<file path="src/rtl/icache_ctrl.sv">
// icache_ctrl: direct-mapped instruction cache with a single-line fill controller.
// Hits are served combinationally in IDLE. A miss latches the line address,
// requests the 4-word line from main memory and installs it on mem_rdy.
// LINES must be a power of two and at least 2.
module icache_ctrl #(
  parameter int LINES = 8
) (
  input  logic        clk,
  input  logic        rst_n,
  input  logic [15:0] if_addr,
  input  logic        if_re,
  output logic [15:0] if_instr,
  output logic        if_hit,
  output logic        stall,
  input  logic        inv,
  output logic        mem_re,
  output logic [13:0] mem_addr,
  input  logic        mem_rdy,
  input  logic [63:0] mem_line,
  output logic [15:0] miss_cnt
);

  localparam int IW = $clog2(LINES);
  localparam int TW = 14 - IW;

  typedef enum logic {
    IDLE = 1'b0,
    FILL = 1'b1
  } state_t;

  state_t           state_q;
  logic [LINES-1:0] valid_q;
  logic [TW-1:0]    tag_q  [LINES];
  logic [63:0]      data_q [LINES];
  logic             mem_re_q;
  logic [13:0]      mem_addr_q;
  logic [15:0]      miss_cnt_q;
  logic [15:0]      miss_cnt_d;

  // Lookup fields of the fetch address.
  logic [1:0]    lk_off;
  logic [IW-1:0] lk_idx;
  logic [TW-1:0] lk_tag;
  logic          lk_match;
  logic          lk_miss;
  logic [63:0]   lk_line;
  logic [15:0]   lk_word;

  // Fill target, taken from the line address latched at the miss.
  logic [IW-1:0] fill_idx;
  logic [TW-1:0] fill_tag;
  logic          fill_we;

  assign lk_off   = if_addr[1:0];
  assign lk_idx   = if_addr[IW+1:2];
  assign lk_tag   = if_addr[15:IW+2];
  assign lk_line  = data_q[lk_idx];
  assign lk_word  = lk_line[{lk_off, 4'b0000} +: 16];
  assign lk_match = valid_q[lk_idx] && (tag_q[lk_idx] == lk_tag);

  assign fill_idx = mem_addr_q[IW-1:0];
  assign fill_tag = mem_addr_q[13:IW];
  assign fill_we  = (state_q == FILL) && mem_rdy;

  // Lookups are only served from IDLE; during FILL every request stalls.
  assign if_hit   = if_re && (state_q == IDLE) && lk_match;
  assign lk_miss  = if_re && (state_q == IDLE) && !lk_match;
  assign stall    = if_re && !if_hit;
  assign if_instr = if_hit ? lk_word : 16'h0000;

  assign mem_re   = mem_re_q;
  assign mem_addr = mem_addr_q;
  assign miss_cnt = miss_cnt_q;

  // Saturating increment for the performance counter.
  always_comb begin
    miss_cnt_d = miss_cnt_q;
    if (miss_cnt_q != 16'hFFFF) begin
      miss_cnt_d = miss_cnt_q + 16'd1;
    end
  end

  // Controller FSM: IDLE serves hits and launches fills, FILL waits for memory.
  always_ff @(posedge clk or negedge rst_n) begin
    if (!rst_n) begin
      state_q    <= IDLE;
      valid_q    <= '0;
      mem_re_q   <= 1'b0;
      mem_addr_q <= '0;
      miss_cnt_q <= '0;
    end else begin
      case (state_q)
        IDLE: begin
          if (lk_miss) begin
            state_q    <= FILL;
            mem_re_q   <= 1'b1;
            mem_addr_q <= if_addr[15:2];
            miss_cnt_q <= miss_cnt_d;
          end
        end
        FILL: begin
          if (mem_rdy) begin
            state_q           <= IDLE;
            mem_re_q          <= 1'b0;
            valid_q[fill_idx] <= 1'b1;
          end
        end
        default: begin
          state_q  <= IDLE;
          mem_re_q <= 1'b0;
        end
      endcase
      // Invalidate overrides a coinciding fill's valid bit.
      if (inv) begin
        valid_q <= '0;
      end
    end
  end

  // Per-line tag and data storage, written only when a fill completes.
  for (genvar gi = 0; gi < LINES; gi++) begin : g_line
    // Install the returned line into this entry when it is the fill target.
    always_ff @(posedge clk) begin
      if (fill_we && (fill_idx == IW'(gi))) begin
        tag_q[gi]  <= fill_tag;
        data_q[gi] <= mem_line;
      end
    end
  end

endmodule

</file>
<file path="config.mk">
export PLATFORM = sky130hd
export DESIGN_NAME = icache_ctrl
export DESIGN_NICKNAME = d
export VERILOG_FILES = /design/src/rtl/icache_ctrl.sv
export SDC_FILE = /design/constraint.sdc
export NUM_CORES = 1
export LEC_CHECK = 0
export BUFFER_PORTS_ARGS = -buffer_cell sky130_fd_sc_hd__buf_2
export CORE_ASPECT_RATIO = 0.75
export CORE_UTILIZATION = 48
export CTS_CLUSTER_DIAMETER = 40
export DETAILED_ROUTE_END_ITERATION = 8
export PLACE_DENSITY_LB_ADDON = 0.05
export SLEW_MARGIN = 20
export SYNTH_ARGS = -nofsm -noshare
export SYNTH_HDL_FRONTEND = slang
export SYNTH_SLANG_ARGS = --single-unit
</file>
<file path="constraint.sdc">
create_clock -name clk -period 19.8 [get_ports clk]
set_input_delay 0.99 -clock clk [delete_from_list [all_inputs] [get_ports clk]]
set_output_delay 0.99 -clock clk [all_outputs]
set_load 0.01 [all_outputs]
</file>
==> impl_metrics.py, run 1 <==
metrics = {
    "setup_path": {
        "arrival_ps": 5460,
        "start_kind": "primary input",
        "cp.required_ps": 18810,
        "slowest_delay_ps": 930,
        "crit_fanout": 88,
        "slowest_stage": "buf_4",
        "path_class": "in -> out",
        "critical_path_buf_inv_count": 3,
        "end_kind": "primary output",
        "cp_cell_sequence": "buf_6, buf_4, mux4_2, mux2i_1, xor2_1, o211ai_1, nor4_1, nand2_1, and2_1, buf_2",
        "cpLargestDelayFamily": "buffers and inverters",
    },
    "clocking": {
        "ctsResizeCount": 0,
        "h-tree-depth": 3,
        "post_cts.repair.setup_buffers": 0,
        "root_buffer": "clkbuf_16",
        "cts_tree": "done",
        "cts_sinks": 640,
        "clk_latency_ps": 600,
        "cts.path.max_buffers": 3,
        "hold_buffers": 0,
        "cts_made_buffers": 74,
        "cts.clk_slew.worst_paths_ps": 60,
    },
    "route": {
        "post_drt_wl_per_cell_um": 27.2,
        "ant_nets": 0,
        "vias": 11246,
        "wirelength_um": 53100,
        "post_drt_via_cell_ratio": 5.76,
        "drc": 0,
        "firstDrtPassIters": 4,
        "drtIter0Drc": 946,
    },
    "timing": {
        "maxSlewHeadroom_pct": 28.4,
        "setup_tns_ps": 0,
        "min_period_ps": 6450,
        "rsz0062_at_grt": "false",
        "setup_viol": 0,
        "hold_viol": 0,
        "min_period_over_period_pct": 32.6,
        "drv_slew": 0,
        "tightest_slew_ps": 1070,
        "fmax_ghz": 0.155,
        "skew_ps": 16.9,
    },
    "synth": {
        "synth_seq_cells": 640,
        "yosys_warnings": 0,
        "yosys-top-cells-count": "edfxtp_1 (600), mux4_2 (182), dfrtp_1 (40), nor2_1 (39), mux2i_1 (30)",
        "synth_top_area_share_pct": 73.0,
        "yosysMostFrequentCell": "edfxtp_1",
        "synth_seq_area_share_pct": 77.0,
        "synthArstFlopShare_pct": 6.25,
        "synth.largest_area_cell": "edfxtp_1",
        "synth.net_count": 1142,
        "netlist_instances": 1056,
        "synth_area_leaders": "edfxtp_1 (73%), mux4_2 (17%), dfrtp_1 (4.1%)",
        "synthesis.area_um2": 24700,
        "ys_types": 40,
        "syn_area_per_cell_um2": 23.4,
        "synth-main-ff-cell": "edfxtp_1",
        "synth_edf_count": 600,
    },
    "placement": {
        "portBuffers": 133,
        "dpl_cell_area_um2": 26200,
        "hpwlAfterDp_um": 29000,
        "gp_congestion": 0.728,
    },
    "die": {
        "coreArea_um2": 50500,
        "die_height_um": 198,
        "io_pins": 134,
        "initial_utilization_pct": 48.9,
        "num_rows": 71,
        "die_w_um": 264,
        "die_area_um2": 52400,
    },
    "layout": {
        "nFillCells": 3774,
        "regArea_um2": 19000,
        "drive_above_1_share_pct": 37.6,
        "multi_input_area_um2": 5480,
        "fin_nets": 1322,
        "fin_area_um2": 28700,
        "syn_to_final_growth_pct": 16.2,
    },
    "power": {
        "leakagePower_nw": 9.59,
        "peakVddDrop_mv": 0.0637,
        "finalPower_w": 0.00318,
        "power_density_nw_per_um2": 111,
    },
    "hold_path": {
        "hold_path_class": "in -> async",
    },
    "global_route": {
        "grt_pass1_wl_um": 79500,
        "grt_max_degree": 89,
        "antenna_found_initial": 4,
        "grt_usage_pct": 21.1,
        "gr-total-overflow": 0,
        "grt_pass1_vias": 11905,
    },
    "job": {
        "max_cap_violations": 0,
    },
    "outcome": {
        "status": "finished clean",
    },
}
==> cell usage in the layout (no fill, tap or decap), types with 10 or more instances in the layout <==
master / n
dfrtp_1: 40
mux4_2: 182
mux2i_1: 30
nor2_1: 33
nand3_1: 10
clkbuf_16: 81
edfxtp_1: 600
mux2_2: 11
buf_4: 21
nand2_1: 12
buf_2: 129
xor2_1: 21
clkinv_2: 14
==> cells by family (layout without fill, tap and decap cells) <==
kind of cell,after synthesis,after routing,share of synthesized area [%]
DFF,640,640,77.0
muxes,231,231,18.8
and+or+nand+nor,99,99,1.99
buffers and inverters,53,291,1.02
xor gates and xnor gates,21,21,0.745
AOI/OAI and AO/OA,11,11,0.360
adders and majority gates,1,1,0.0507
other,0,3,0
==> power breakdown <==
group	total, W	internal [W]	leakage (nW)	switching, W
logic	0.000217	0.0000902	2.44	0.000127
clock network	0.00138	0.000843	1.22	0.000536
registers	0.00159	0.00155	5.93	0.0000335
==> worst paths after layout <==
kind                              from      endpoint  slack [ps]  cells past startpoint
max reg2reg                tag_q[6][8]   mem_addr[6]       16680                      8
min reg2reg                     mem_re        mem_re         490                      1
max                         if_addr[3]         stall       13350                     10
min in group clk                mem_re        mem_re         490                      1
min                              rst_n  mem_addr[13]         370                      1
max in group asynchronous        rst_n   miss_cnt[1]       19030                      1
==> registers in the layout, summed over array words and instances, names as in the netlist <==
| register | cells |
|---|---|
| valid_q | 8 |
| miss_cnt | 16 |
| data_q | 512 |
| mem_addr | 14 |
| tag_q | 88 |
| state_q | 1 |
| mem_re | 1 |
==> cell type report <==
type	instances	area share [%]
diodes	3	0.0262
multi-input cells	363	19.1
clock inverters	44	1.52
clock buffers	90	7.25
inverters	5	0.0654
repair buffers	152	2.89
well taps	657	2.86
flip-flops and latches	640	66.3
==> metrics by stage <==
step	util (%)	worst slack, ps	std cells	hold WS [ps]
6_report	56.9	13350	1954	372
5_1_grt	56.9	13000	1952	402
4_1_cts	56.8	13220	1951	493
3_5_place_dp	51.9	13240	1817	470
3_3_place_gp	51.9	13370	1817	472
2_1_floorplan	-	12710	1056	461
==> metal layers <==
metal,track usage (%),wire length (um),up-vias
met4,5.43,922,2
met5,0,13,-
li1,-,-,4869
met3,4.46,2820,74
met2,31.8,24400,295
met1,31.8,25000,6006
Note: power is estimated with default switching activity, not from simulation.
==> run 2: changes to the inputs <==
==> constraint.sdc (replaced) <==
create_clock -name clk -period 5.9 [get_ports clk]
set_input_delay 0.295 -clock clk [delete_from_list [all_inputs] [get_ports clk]]
set_output_delay 0.295 -clock clk [all_outputs]
set_load 0.01 [all_outputs]
==> run 2 against run 1 <==
Non-clock buffer count up 79. Final cell count rose by 3.6%. Sequential power increased to 3.4 times the previous value. Routed wire length rose by 1.5%. First-iteration DRC count fell by 0.11%. Largest power group unchanged. Register-to-register slack lost 14000 ps. Design area grew 2.3%.
==> impl_metrics.py, run 2 (synthesized netlist as in run 1, its figures left out) <==
metrics = {
    "layout": {
        "final_common_cell": "edfxtp_1",
        "syn_to_final_growth_pct": 18.9,
        "fin_nets": 1400,
        "largest-register": "data_q",
        "post-route-util_pct": 58.2,
        "antenna_cells": 0,
        "nFillCells": 3701,
        "instances_no_fill": 2024,
        "drive_above_1_share_pct": 35.1,
        "mostFrequentLayoutCells": "edfxtp_1 (600), mux4_2 (182), buf_2 (130)",
        "largest_register_ffs": 512,
    },
    "route": {
        "drtIter0Drc": 945,
        "ant_nets": 0,
        "wirelength_um": 53900,
        "wl_met1_um": 25800,
        "met3WireLength_um": 2880,
        "maxUsedRoutingLayer": "met4",
        "post_drt_via_cell_ratio": 5.76,
        "post_drt_wl_per_cell_um": 26.6,
        "firstDrtPassIters": 5,
        "drc": 0,
        "vias": 11651,
        "dr_wl_met2_um": 24500,
    },
    "clocking": {
        "clk_latency_ps": 600,
        "cts_made_buffers": 73,
        "post_cts.repair.setup_buffers": 0,
        "cts_sinks": 640,
        "root_buffer": "clkbuf_16",
        "hold_buffers": 78,
        "ctsResizeCount": 0,
        "cts.clk_slew.worst_paths_ps": 50,
        "cts_tree": "done",
        "cts.path.max_buffers": 3,
        "h-tree-depth": 3,
    },
    "hold_path": {
        "hold_path_class": "in -> reg",
    },
    "setup_path": {
        "start_kind": "primary input",
        "cp_cell_sequence": "buf_8, buf_4, mux4_2, mux4_2, mux2i_1, nor2_1, buf_2",
        "slowest_delay_ps": 880,
        "cp.required_ps": 5610,
        "path_class": "in -> out",
        "slowest_stage": "buf_4",
        "crit_fanout": 58,
        "end_kind": "primary output",
        "crit_path_frequent_cell": "mux4_2",
        "arrival_ps": 3520,
    },
    "power": {
        "peakVddDrop_mv": 0.241,
        "power_density_nw_per_um2": 356,
        "leakagePower_nw": 9.84,
    },
    "placement": {
        "placed_cells": 1818,
        "hpwlAfterDp_um": 29400,
        "portBuffers": 133,
        "gp_congestion": 0.759,
    },
    "timing": {
        "setup_tns_ps": 0,
        "drv_slew": 0,
        "rsz0062_at_grt": "false",
        "skew_ps": 19.8,
        "setup_viol": 0,
        "fmax_ghz": 0.262,
        "min_period_over_period_pct": 64.7,
        "hold_viol": 0,
        "maxSlewHeadroom_pct": 33.7,
        "min_period_ps": 3820,
        "hold-worst-slack_ps": 206,
        "tightest_slew_ps": 995,
    },
    "global_route": {
        "grt_pass1_vias": 12053,
        "gr-total-overflow": 0,
        "grt_max_degree": 71,
        "grt_usage_pct": 21.3,
        "grt_pass1_wl_um": 80100,
        "antenna_found_initial": 3,
    },
    "die": {
        "initial_utilization_pct": 48.9,
        "coreArea_um2": 50500,
        "die_area_um2": 52400,
        "die_w_um": 264,
        "die_height_um": 198,
        "num_rows": 71,
        "io_pins": 134,
    },
    "job": {
        "max_cap_violations": 0,
    },
    "outcome": {
        "status": "finished clean",
    },
}
run 2: cell types whose count changed in the layout (fill, tap and decap cells not counted), moves of 2 or more:
cell           delta
diode_2           -3
clkbuf_1          +4
clkinvlp_4        -2
clkbuf_16         -6
inv_6             +6
dlygate4sd3_1    +78
clkinv_1          -3
buf_4             -6
bufinv_16         -3
clkinv_2          -2
buf_12            +6
run 2: layout make-up:
type                    instances  area (um^2)  area share (%)
flip-flops and latches        640        19000            64.8
multi-input cells             363         5490            18.7
clock buffers                  87         1930            6.58
repair buffers                231         1690            5.76
well taps                     657          822            2.80
clock inverters                41          373            1.27
inverters                       5         18.8          0.0640
run 2: critical path, delay by kind of cell:
kind	cells	cell delay (ps)
buf+inv	3	1490
mux	3	1460
simple gates	1	100
run 2: power breakdown:
group / leakage, nW / switching (W) / internal [W] / total (W)
Combinational: 2.79 / 0.000437 / 0.000341 / 0.000777
Sequential: 5.93 / 0.000120 / 0.00521 / 0.00533
Clock: 1.12 / 0.00179 / 0.00254 / 0.00433
Total: 9.84 / 0.00235 / 0.00809 / 0.0104
run 2: path summary, 6_finish.rpt:
| kind | startpoint | endpoint | slack, ps | cells past startpoint |
|---|---|---|---|---|
| max in group asynchronous | rst_n | valid_q[0] | 4900 | 2 |
| min in group asynchronous | rst_n | mem_addr[9] | 390 | 2 |
| worst min register to register | mem_re | mem_re | 480 | 1 |
| worst min-delay path | if_re | state_q | 210 | 3 |
| worst max register to register | tag_q[3][3] | mem_addr[12] | 2820 | 7 |
| worst max-delay path | if_addr[2] | if_instr[6] | 2080 | 7 |
run 2: stage by stage:
step           area, um^2  total power (W)  setup slack (ps)
3_3_place_gp        26300          0.00616              2080
5_1_grt             29300           0.0108              1860
4_1_cts             29300           0.0105              2070
6_report            29300           0.0104              2080
2_1_floorplan       24700          0.00583              1440
3_5_place_dp        26300          0.00617              2070
run 2: layer usage:
| layer | up-vias | GRT usage [%] |
|---|---|---|
| li1 | 5006 | - |
| met4 | 0 | 4.78 |
| met1 | 6282 | 33.2 |
| met3 | 67 | 4.28 |
| met2 | 296 | 31.2 |
| met5 | - | 0 |
==> run 3: changes to the inputs <==
==> constraint.sdc (replaced) <==
create_clock -name clk -period 3.4 [get_ports clk]
set_input_delay 0.17 -clock clk [delete_from_list [all_inputs] [get_ports clk]]
set_output_delay 0.17 -clock clk [all_outputs]
set_load 0.01 [all_outputs]
==> run 3 against run 2 <==
Combinational power is 75% higher. Global-route usage is 0.35 points lower. Critical path type is now reg -> out. Non-clock buffer count is 18 higher. Routed wire length is 2.4% lower. Clock skew is 0.76 ps lower.
==> impl_metrics.py, run 3 (synthesized netlist as in run 1, its figures left out) <==
metrics = {
    "clocking": {
        "h-tree-depth": 3,
        "cts_made_buffers": 72,
        "clk_latency_ps": 600,
        "cts.clk_slew.worst_paths_ps": 60,
        "cts_sinks": 640,
        "cts_tree": "done",
        "cts.path.max_buffers": 3,
        "root_buffer": "clkbuf_16",
    },
    "layout": {
        "regArea_um2": 19000,
        "largest_register_ffs": 512,
        "largest-register": "data_q",
        "syn_to_final_growth_pct": 19.7,
        "fin_nets": 1417,
        "multi_input_area_um2": 5530,
        "antenna_cells": 0,
        "post-route-util_pct": 58.6,
        "drive_above_1_share_pct": 36.0,
        "final_common_cell": "edfxtp_1",
        "nFillCells": 3688,
        "mostFrequentLayoutCells": "edfxtp_1 (600), mux4_2 (182), buf_2 (128)",
        "instances_no_fill": 2042,
    },
    "power": {
        "power_density_nw_per_um2": 607,
        "peakVddDrop_mv": 0.673,
        "leakagePower_nw": 9.94,
        "finalPower_w": 0.0179,
    },
    "route": {
        "ant_nets": 0,
        "drtIter0Drc": 944,
        "firstDrtPassIters": 5,
        "post_drt_wl_per_cell_um": 25.7,
        "post_drt_via_cell_ratio": 5.66,
        "wirelength_um": 52600,
        "drc": 0,
        "vias": 11557,
    },
    "global_route": {
        "antenna_found_initial": 2,
        "grt_max_degree": 75,
        "grt_pass1_vias": 12425,
        "grt_pass1_wl_um": 79600,
        "grt_usage_pct": 21.0,
        "gr-total-overflow": 0,
    },
    "die": {
        "num_rows": 71,
        "die_w_um": 264,
        "io_pins": 134,
        "die_height_um": 198,
        "coreArea_um2": 50500,
        "initial_utilization_pct": 48.9,
        "die_area_um2": 52400,
    },
    "setup_path": {
        "cp.required_ps": 3230,
        "arrival_ps": 3080,
        "crit_fanout": 18,
        "end_kind": "primary output",
        "start_kind": "flip-flop",
        "path_class": "reg -> out",
    },
    "timing": {
        "maxSlewHeadroom_pct": 35.6,
        "fmax_ghz": 0.308,
        "min_period_over_period_pct": 95.6,
        "min_period_ps": 3250,
        "hold_viol": 0,
        "tightest_slew_ps": 965,
        "rsz0062_at_grt": "true",
        "skew_ps": 19.0,
        "hold-worst-slack_ps": 158,
        "drv_slew": 0,
        "setup_viol": 0,
    },
    "job": {
        "max_cap_violations": 0,
    },
    "placement": {
        "gp_congestion": 0.749,
        "hpwlAfterDp_um": 30000,
        "portBuffers": 133,
        "placed_cells": 1832,
    },
    "outcome": {
        "status": "finished clean",
    },
    "hold_path": {
        "hold_path_class": "in -> reg",
    },
}
-- run 3: cell types whose count changed in the layout (fill, tap and decap cells not counted), moves of 3 or more --
cell / delta
nor2_2: +3
nor2_1: -5
clkinv_1: +4
buf_12: +7
buf_4: +11
clkinvlp_4: -3
-- run 3: final cells by class --
class	instances	share of cell area [%]
multi-input combinational	363	18.7
timing repair buffer	249	6.51
tap	657	2.78
sequential	640	64.3
inverter	5	0.0635
clock buffer	88	6.51
clock inverter	40	1.11
-- run 3: report_power, final --
| group | switching, W | total [W] | internal (W) |
|---|---|---|---|
| Clock | 0.00305 | 0.00734 | 0.00430 |
| Sequential | 0.000204 | 0.00924 | 0.00904 |
| Combinational | 0.000745 | 0.00136 | 0.000618 |
-- run 3: what timing repair did --
action	in CTS	in global routing
endpoints found under the setup margin	8	16
resized for setup	6	5
gates cloned	0	0
hold endpoints to repair	573	0
hold buffers	78	0
pin swaps	2	5
setup buffers	1	3
-- run 3: layer usage --
layer / part of all wire, % / GRT usage, %
met5: 0.046 / 0
met4: 1.6 / 5.49
met3: 5.9 / 5.08
met2: 47 / 32.5
met1: 46 / 30.2
-- run 3: final timing paths --
path	slack, ps	depth (start not counted)	endpoint	startpoint
setup / recovery	150	10	if_instr[8]	tag_q[7][4]
hold / removal	160	3	state_q	if_re
setup reg to reg	750	9	miss_cnt[1]	tag_q[5][6]
hold reg to reg	500	1	mem_re	mem_re
max in group asynchronous	2510	2	mem_addr[2]	rst_n
min in group asynchronous	280	2	mem_addr[4]	rst_n
-- run 3: stage by stage --
stage / TNS, ps / cell area (um^2) / worst slack [ps]
2_1_floorplan: -485310 / 24700 / -1060
3_3_place_gp: 0 / 26400 / 252
3_5_place_dp: 0 / 26400 / 213
4_1_cts: 0 / 29500 / 11.8
5_1_grt: -274 / 29600 / -48.0
6_report: 0 / 29600 / 149
-- run 3: worst max-delay path, stage by stage, from the launching register on --
cell and delay (ps):
edfxtp_1 360, mux4_2 480, mux2i_1 230, xor2_1 240
nand3_1 120, nor4_2 260, buf_4 180, nand2_1 90
buf_12 190, nor2_1 160, buf_2 160
